File: config.mk
export PLATFORM = sky130hd
export DESIGN_NAME = dmem_port_arbiter_flat
export DESIGN_NICKNAME = d
export VERILOG_FILES = /design/src/rtl/dmem_port_arbiter_if.sv /design/src/rtl/dmem_port_arbiter.sv /design/src/flat_wrapper.sv
export SDC_FILE = /design/constraint.sdc
export NUM_CORES = 1
export LEC_CHECK = 0
export BUFFER_PORTS_ARGS = -buffer_cell sky130_fd_sc_hd__buf_2
export CAP_MARGIN = 20
export CORE_MARGIN = 4
export CORE_UTILIZATION = 45
export DETAILED_ROUTE_END_ITERATION = 6
export PLACE_DENSITY_LB_ADDON = 0.2
export SYNTH_ARGS = -nofsm -noshare
export SYNTH_HDL_FRONTEND = slang
export SYNTH_SLANG_ARGS = --single-unit
File: constraint.sdc
create_clock -name clk -period 3.09 [get_ports clk]
set_input_delay 0.1545 -clock clk [delete_from_list [all_inputs] [get_ports clk]]
set_output_delay 0.1545 -clock clk [all_outputs]
set_load 0.05 [all_outputs]
File: src/rtl/dmem_port_arbiter_if.sv
// Requester-side bundle for the two-port data memory arbiter.
// The arbiter takes the slave view; requesters (or a bench) drive the master view.
interface dmem_port_arbiter_if;
    logic       req0;
    logic       req1;
    logic       we0;
    logic       we1;
    logic       lock0;
    logic       lock1;
    logic [7:0] addr0;
    logic [7:0] addr1;
    logic [7:0] wd0;
    logic [7:0] wd1;
    logic       gnt0;
    logic       gnt1;
    logic       rvalid0;
    logic       rvalid1;
    logic [7:0] rdata0;
    logic [7:0] rdata1;
    logic       err0;
    logic       err1;

    modport master (
        output req0, req1, we0, we1, lock0, lock1, addr0, addr1, wd0, wd1,
        input  gnt0, gnt1, rvalid0, rvalid1, rdata0, rdata1, err0, err1
    );

    modport slave (
        input  req0, req1, we0, we1, lock0, lock1, addr0, addr1, wd0, wd1,
        output gnt0, gnt1, rvalid0, rvalid1, rdata0, rdata1, err0, err1
    );
endinterface

File: src/rtl/dmem_port_arbiter.sv
// Round-robin arbiter sharing a single-port 8-bit data memory between the CPU (port 0)
// and the DMA/debug loader (port 1), with a bounded lock for read-modify-write sequences.
module dmem_port_arbiter #(
    parameter int DEPTH    = 32,
    parameter int LOCK_MAX = 4
) (
    input  logic                 clk,
    input  logic                 reset,
    dmem_port_arbiter_if.slave   bus,
    output logic [7:0]           mem_addr,
    output logic [7:0]           mem_wdata,
    output logic                 mem_read,
    output logic                 mem_write,
    input  logic [7:0]           mem_rdata
);

    localparam logic [1:0] OWN_NONE = 2'd0;
    localparam logic [1:0] OWN_0    = 2'd1;
    localparam logic [1:0] OWN_1    = 2'd2;

    localparam logic [3:0] LOCK_LIM  = 4'(LOCK_MAX);
    localparam logic [8:0] DEPTH_LIM = 9'(DEPTH);

    logic [1:0] owner;
    logic       last;
    logic [3:0] lock_cnt;

    logic       grant0;
    logic       grant1;
    logic       any_gnt;
    logic       sel_port;
    logic       sel_we;
    logic       sel_lock;
    logic       sel_ok;
    logic       other_req;
    logic [1:0] sel_own;
    logic [7:0] sel_addr;
    logic [7:0] sel_wd;

    logic       rvalid0_p1;
    logic       rvalid1_p1;
    logic       err0_p1;
    logic       err1_p1;
    logic [7:0] rdata0_p1;
    logic [7:0] rdata1_p1;

    function automatic logic in_range(input logic [7:0] a);
        return {1'b0, a} < DEPTH_LIM;
    endfunction

    // A locked owner keeps the port until it drops req or exhausts its budget;
    // otherwise a tie goes to the port that did not complete last.
    always_comb begin
        grant0 = 1'b0;
        grant1 = 1'b0;
        if (!reset) begin
            if (owner == OWN_0 && bus.req0 && lock_cnt < LOCK_LIM) begin
                grant0 = 1'b1;
            end else if (owner == OWN_1 && bus.req1 && lock_cnt < LOCK_LIM) begin
                grant1 = 1'b1;
            end else if (bus.req0 && bus.req1) begin
                grant0 = last;
                grant1 = ~last;
            end else begin
                grant0 = bus.req0;
                grant1 = bus.req1;
            end
        end
    end

    always_comb begin
        sel_port  = 1'b0;
        sel_we    = 1'b0;
        sel_lock  = 1'b0;
        sel_addr  = 8'd0;
        sel_wd    = 8'd0;
        other_req = 1'b0;
        sel_own   = OWN_NONE;
        if (grant0) begin
            sel_port  = 1'b0;
            sel_we    = bus.we0;
            sel_lock  = bus.lock0;
            sel_addr  = bus.addr0;
            sel_wd    = bus.wd0;
            other_req = bus.req1;
            sel_own   = OWN_0;
        end else if (grant1) begin
            sel_port  = 1'b1;
            sel_we    = bus.we1;
            sel_lock  = bus.lock1;
            sel_addr  = bus.addr1;
            sel_wd    = bus.wd1;
            other_req = bus.req0;
            sel_own   = OWN_1;
        end
    end

    assign any_gnt   = grant0 | grant1;
    assign sel_ok    = in_range(sel_addr);
    assign mem_addr  = sel_addr;
    assign mem_wdata = sel_wd;
    assign mem_write = any_gnt & sel_we & sel_ok;
    assign mem_read  = any_gnt & ~sel_we & sel_ok;

    assign bus.gnt0 = grant0;
    assign bus.gnt1 = grant1;

    // Granting the non-owner while a lock is held is the forced release: ownership is dropped.
    always_ff @(posedge clk) begin
        if (reset) begin
            owner    <= OWN_NONE;
            last     <= 1'b1;
            lock_cnt <= 4'd0;
        end else if (any_gnt) begin
            last <= sel_port;
            if (owner != OWN_NONE && owner != sel_own) begin
                owner    <= OWN_NONE;
                lock_cnt <= 4'd0;
            end else if (sel_lock) begin
                owner <= sel_own;
                if (other_req && lock_cnt < LOCK_LIM) begin
                    lock_cnt <= lock_cnt + 4'd1;
                end
            end else begin
                owner    <= OWN_NONE;
                lock_cnt <= 4'd0;
            end
        end
    end

    // Stage p1: response strobes and read data one cycle after the completing edge.
    always_ff @(posedge clk) begin
        if (reset) begin
            rvalid0_p1 <= 1'b0;
            rvalid1_p1 <= 1'b0;
            err0_p1    <= 1'b0;
            err1_p1    <= 1'b0;
            rdata0_p1  <= 8'd0;
            rdata1_p1  <= 8'd0;
        end else begin
            rvalid0_p1 <= grant0 & ~sel_we;
            rvalid1_p1 <= grant1 & ~sel_we;
            err0_p1    <= grant0 & ~sel_ok;
            err1_p1    <= grant1 & ~sel_ok;
            if (grant0 && !sel_we) begin
                rdata0_p1 <= sel_ok ? mem_rdata : 8'd0;
            end
            if (grant1 && !sel_we) begin
                rdata1_p1 <= sel_ok ? mem_rdata : 8'd0;
            end
        end
    end

    assign bus.rvalid0 = rvalid0_p1;
    assign bus.rvalid1 = rvalid1_p1;
    assign bus.err0    = err0_p1;
    assign bus.err1    = err1_p1;
    assign bus.rdata0  = rdata0_p1;
    assign bus.rdata1  = rdata1_p1;

endmodule
File: src/flat_wrapper.sv
// flat-port wrapper written by rule: the top's interface ports become plain ports
module dmem_port_arbiter_flat 
#(
    parameter int DEPTH    = 32,
    parameter int LOCK_MAX = 4
)
  (clk, reset, mem_addr, mem_wdata, mem_read, mem_write, mem_rdata, bus_req0, bus_req1, bus_we0, bus_we1, bus_lock0, bus_lock1, bus_addr0, bus_addr1, bus_wd0, bus_wd1, bus_gnt0, bus_gnt1, bus_rvalid0, bus_rvalid1, bus_rdata0, bus_rdata1, bus_err0, bus_err1);
  dmem_port_arbiter_if bus_i ();
  input  logic clk;
  input  logic reset;
  output logic [7:0] mem_addr;
  output logic [7:0] mem_wdata;
  output logic mem_read;
  output logic mem_write;
  input  logic [7:0] mem_rdata;
  input wire logic [$bits(bus_i.req0)-1:0] bus_req0;
  input wire logic [$bits(bus_i.req1)-1:0] bus_req1;
  input wire logic [$bits(bus_i.we0)-1:0] bus_we0;
  input wire logic [$bits(bus_i.we1)-1:0] bus_we1;
  input wire logic [$bits(bus_i.lock0)-1:0] bus_lock0;
  input wire logic [$bits(bus_i.lock1)-1:0] bus_lock1;
  input wire logic [$bits(bus_i.addr0)-1:0] bus_addr0;
  input wire logic [$bits(bus_i.addr1)-1:0] bus_addr1;
  input wire logic [$bits(bus_i.wd0)-1:0] bus_wd0;
  input wire logic [$bits(bus_i.wd1)-1:0] bus_wd1;
  output wire logic [$bits(bus_i.gnt0)-1:0] bus_gnt0;
  output wire logic [$bits(bus_i.gnt1)-1:0] bus_gnt1;
  output wire logic [$bits(bus_i.rvalid0)-1:0] bus_rvalid0;
  output wire logic [$bits(bus_i.rvalid1)-1:0] bus_rvalid1;
  output wire logic [$bits(bus_i.rdata0)-1:0] bus_rdata0;
  output wire logic [$bits(bus_i.rdata1)-1:0] bus_rdata1;
  output wire logic [$bits(bus_i.err0)-1:0] bus_err0;
  output wire logic [$bits(bus_i.err1)-1:0] bus_err1;
  assign bus_i.req0 = bus_req0;
  assign bus_i.req1 = bus_req1;
  assign bus_i.we0 = bus_we0;
  assign bus_i.we1 = bus_we1;
  assign bus_i.lock0 = bus_lock0;
  assign bus_i.lock1 = bus_lock1;
  assign bus_i.addr0 = bus_addr0;
  assign bus_i.addr1 = bus_addr1;
  assign bus_i.wd0 = bus_wd0;
  assign bus_i.wd1 = bus_wd1;
  assign bus_gnt0 = bus_i.gnt0;
  assign bus_gnt1 = bus_i.gnt1;
  assign bus_rvalid0 = bus_i.rvalid0;
  assign bus_rvalid1 = bus_i.rvalid1;
  assign bus_rdata0 = bus_i.rdata0;
  assign bus_rdata1 = bus_i.rdata1;
  assign bus_err0 = bus_i.err0;
  assign bus_err1 = bus_i.err1;
  dmem_port_arbiter #(.DEPTH(DEPTH), .LOCK_MAX(LOCK_MAX)) u_core (.clk(clk), .reset(reset), .bus(bus_i), .mem_addr(mem_addr), .mem_wdata(mem_wdata), .mem_read(mem_read), .mem_write(mem_write), .mem_rdata(mem_rdata));
endmodule
==> run_results.csv <==
group,metric,value,unit
clock_tree,cts_hold_buf,0,
drt,wl_per_cell,12.78,um
yosys,yosys-top-cells-area,"dfxtp_1 38%, a22o_1 11%, o32ai_1 9.9%",
critical_path,required,2940,ps
critical_path,critical_path_arrival,2540,ps
yosys,syn_inst,155,
drt,drc,0,
placement,gp_congestion,0.8487,
floorplan,rows,20,
global_routing,met1_usage,0.2160,
outcome,status,"finished, final reports clean",
floorplan,die_h,64.10,um
sta,rsz0062_at_grt,"no",
power,power.switching,0.3117,mW
clock_tree,cts_made_buffers,3,
placement,io_buffers,87,
yosys,syn_area,0.001416,sq mm
global_routing,antenna_found_initial,0,
sta,finalMaxSlewViolations,0,
yosys,synth_edf_count,0,
critical_path,path_max_fanout,11,
clock_tree,htreeDepth,1,
drt,viasPerCell,5.096,
floorplan,die_w,64.10,um
clock_tree,clk_pin_slew,150,ps
placement,dp_slack,779.0,ps
worst_hold_path,hold-path-endpoint,"u_core.bus.rdata1[2]",
sta,hold_violations,0,
sta,skew,4.615,ps
sta,fmax,370.5,MHz
final_layout,synthToLayoutAreaGrowth,32.24,%
final_layout,finalInstanceArea,0.001873,sq mm
final_layout,nets,288,
power,ir_drop,0.0003076,V
critical_path,startpoint_type,"flop",
final_layout,diodes,0,
final_layout,drive_gt1_frac,0.4370,
critical_path,ff2ff_setup_slack,1020,ps
final_layout,final_util,0.6186,
drt,firstDrtPassIters,6,
clock_tree,cts_sinks,27,
yosys,syn_area_per_cell,9.138,sq um
yosys,ys_seq_area_frac,0.3816,
drt,wl,3605,um
drt,first_iter_violations,81,
global_routing,grt_max_degree,25,
yosys,ys_ff_latch,27,
clock_tree,clkLatencyLatePin,330,ps
power,seq_power_share,0.459,
sta,period_minus_slack,2699,ps
sta,setup_violations,0,
power,combPwrFrac,0.346,
floorplan,core-area,0.003028,sq mm
power,p_leak,0.8854,nW
global_routing,use_met2,0.2994,
yosys,synth_fp_nets,204,
critical_path,timing.rr.end,"u_core.bus.rdata0[3]",
global_routing,use_met3,0.04745,
clock_tree,cts_tree,"yes",
power,clockPowerShare,0.195,
worst_hold_path,min_from,"mem_rdata[2]",
clock_tree,postCtsSetupBuffers,0,
global_routing,busiest_layer,"met2",
worst_hold_path,min_path_type,"in -> reg",
yosys,ys_types,38,
placement,placed_area,0.001843,sq mm
critical_path,r2r-start,"u_core.last",
sta,setup_ws,390.9,ps
yosys,synth_warnings,0,
global_routing,grt.total_usage,0.1749,
floorplan,die_area,0.004109,sq mm
critical_path,critPathCaptureType,"primary output",
global_routing,grt_overflow,0,
yosys,yosys.area.top_type,"dfxtp_1",
drt,vias,1437,
clock_tree,ctsLongestPathBuffers,2,
clock_tree,cts_resized,0,
floorplan,start_util,0.4678,
power,cellInternalPower,0.4992,mW
power,p_per_area,432.9,mW/mm^2
floorplan,top_level_ports,88,
sta,worst_slew_pin_slew,662.8,ps
drt,final_antenna_net_count,0,
global_routing,grt_pass1_wl,5940,um
worst_hold_path,worstHoldPathCells,3,
sta,period_share,0.8735,
clock_tree,cts_root_buf,"clkbuf_4",
sta,maxSlewHeadroom,0.5567,
run,maxCapViolations,0,
placement,placed_cells,278,
sta,setup_tns,0,ps
yosys,synth_flop_cell,"dfxtp_1",
final_layout,fin_cells,282,
yosys,synth_top_area_frac,0.3816,
critical_path,rr_worst_depth,7,
critical_path,criticalPathCategory,"reg -> out",
yosys,async_flop_share,0,
power,switching_share,0.3843,
global_routing,grt_pass1_vias,1338,
placement,hpwl,2797,um
[per-stage QoR]
| step | hold WS (ps) | power [mW] |
|---|---|---|
| floorplan | 307.2 | 0.5925 |
| global placement | 432.5 | 0.6613 |
| detailed placement | 434.2 | 0.6611 |
| CTS | 63.22 | 0.8178 |
| global route | 58.55 | 0.8551 |
| finish | 75.55 | 0.8109 |
[placed cells by master (no fill, tap or decap), drive strengths merged, types with 3 or more instances in the layout]
cell type	count
buf	90
dfxtp	27
nand2	20
nor2	5
nor3	6
a21oi	6
a22o	17
o32ai	16
inv	18
clkbuf	3
[synthesized netlist by cell type (2+ instances only)]
cell and n:
a21oi_1 5, a22o_1 17, and2_1 2, buf_2 2, buf_4 3, buf_6 2
clkbuf_1 3, dfxtp_1 27, inv_1 18, nand2_1 20, nand2b_1 2, nand3_1 2
nor2_1 5, nor2b_1 2, nor3_1 4, nor3_4 2, nor3b_2 2, o221a_2 2
o32ai_1 16
[worst max-delay path, stage by stage, from the launching register on]
cell	delay, ps
dfxtp_1	390
o31a_1	350
o221a_2	320
nor2_1	470
buf_4	280
a22o_1	140
buf_2	260
[how the worst max path moves through the flow]
stage	depth (start not counted)	endpoint	from	slack [ps]
finish	6	mem_wdata[2]	u_core.lock_cnt[2]	390
floorplan	7	mem_write	u_core.lock_cnt[2]	840
detailed placement	6	mem_wdata[2]	u_core.lock_cnt[2]	780
global placement	6	mem_wdata[2]	u_core.lock_cnt[2]	830
global route	6	mem_wdata[5]	u_core.lock_cnt[2]	200
CTS	6	mem_wdata[2]	u_core.lock_cnt[2]	380
[routing by layer]
layer	routed length, um	share of wire
met4	20	0.0055
met5	0	0
met2	1909	0.53
met3	172	0.048
met1	1502	0.42
[cells by family after synthesis]
kind of cell / share of synthesized area
AOI/OAI and AO/OA: 0.3269
adders and majority gates: 0.008833
buffers and inverters: 0.1087
DFF: 0.3816
and+or+nand+nor: 0.1740
[cell type report]
cell class,count,area [sq um]
well taps,44,55.05
fillers,296,1155
multi-input cells,99,721.9
repair buffers,90,457.9
flip-flops and latches,27,540.5
clock buffers,3,22.52
inverters,18,67.56
clock inverters,1,7.507
[power groups by stage]
stage                     registers (mW)  logic [mW]  clock network, mW
after floorplan                    0.423       0.169                  0
after global placement             0.380       0.281                  0
after detailed placement           0.380       0.281                  0
after CTS                          0.373       0.282              0.164
after global routing               0.375       0.300              0.180
final                              0.372       0.281              0.158
[sequential cells by signal, indices dropped and copies added, names as in the netlist]
register,count
u_core.owner,2
u_core.bus.rvalid0,1
u_core.bus.rdata1,8
u_core.bus.err0,1
u_core.bus.rvalid1,1
u_core.bus.err1,1
u_core.last,1
u_core.lock_cnt,4
u_core.bus.rdata0,8
Note: power is estimated with default switching activity, not from simulation.
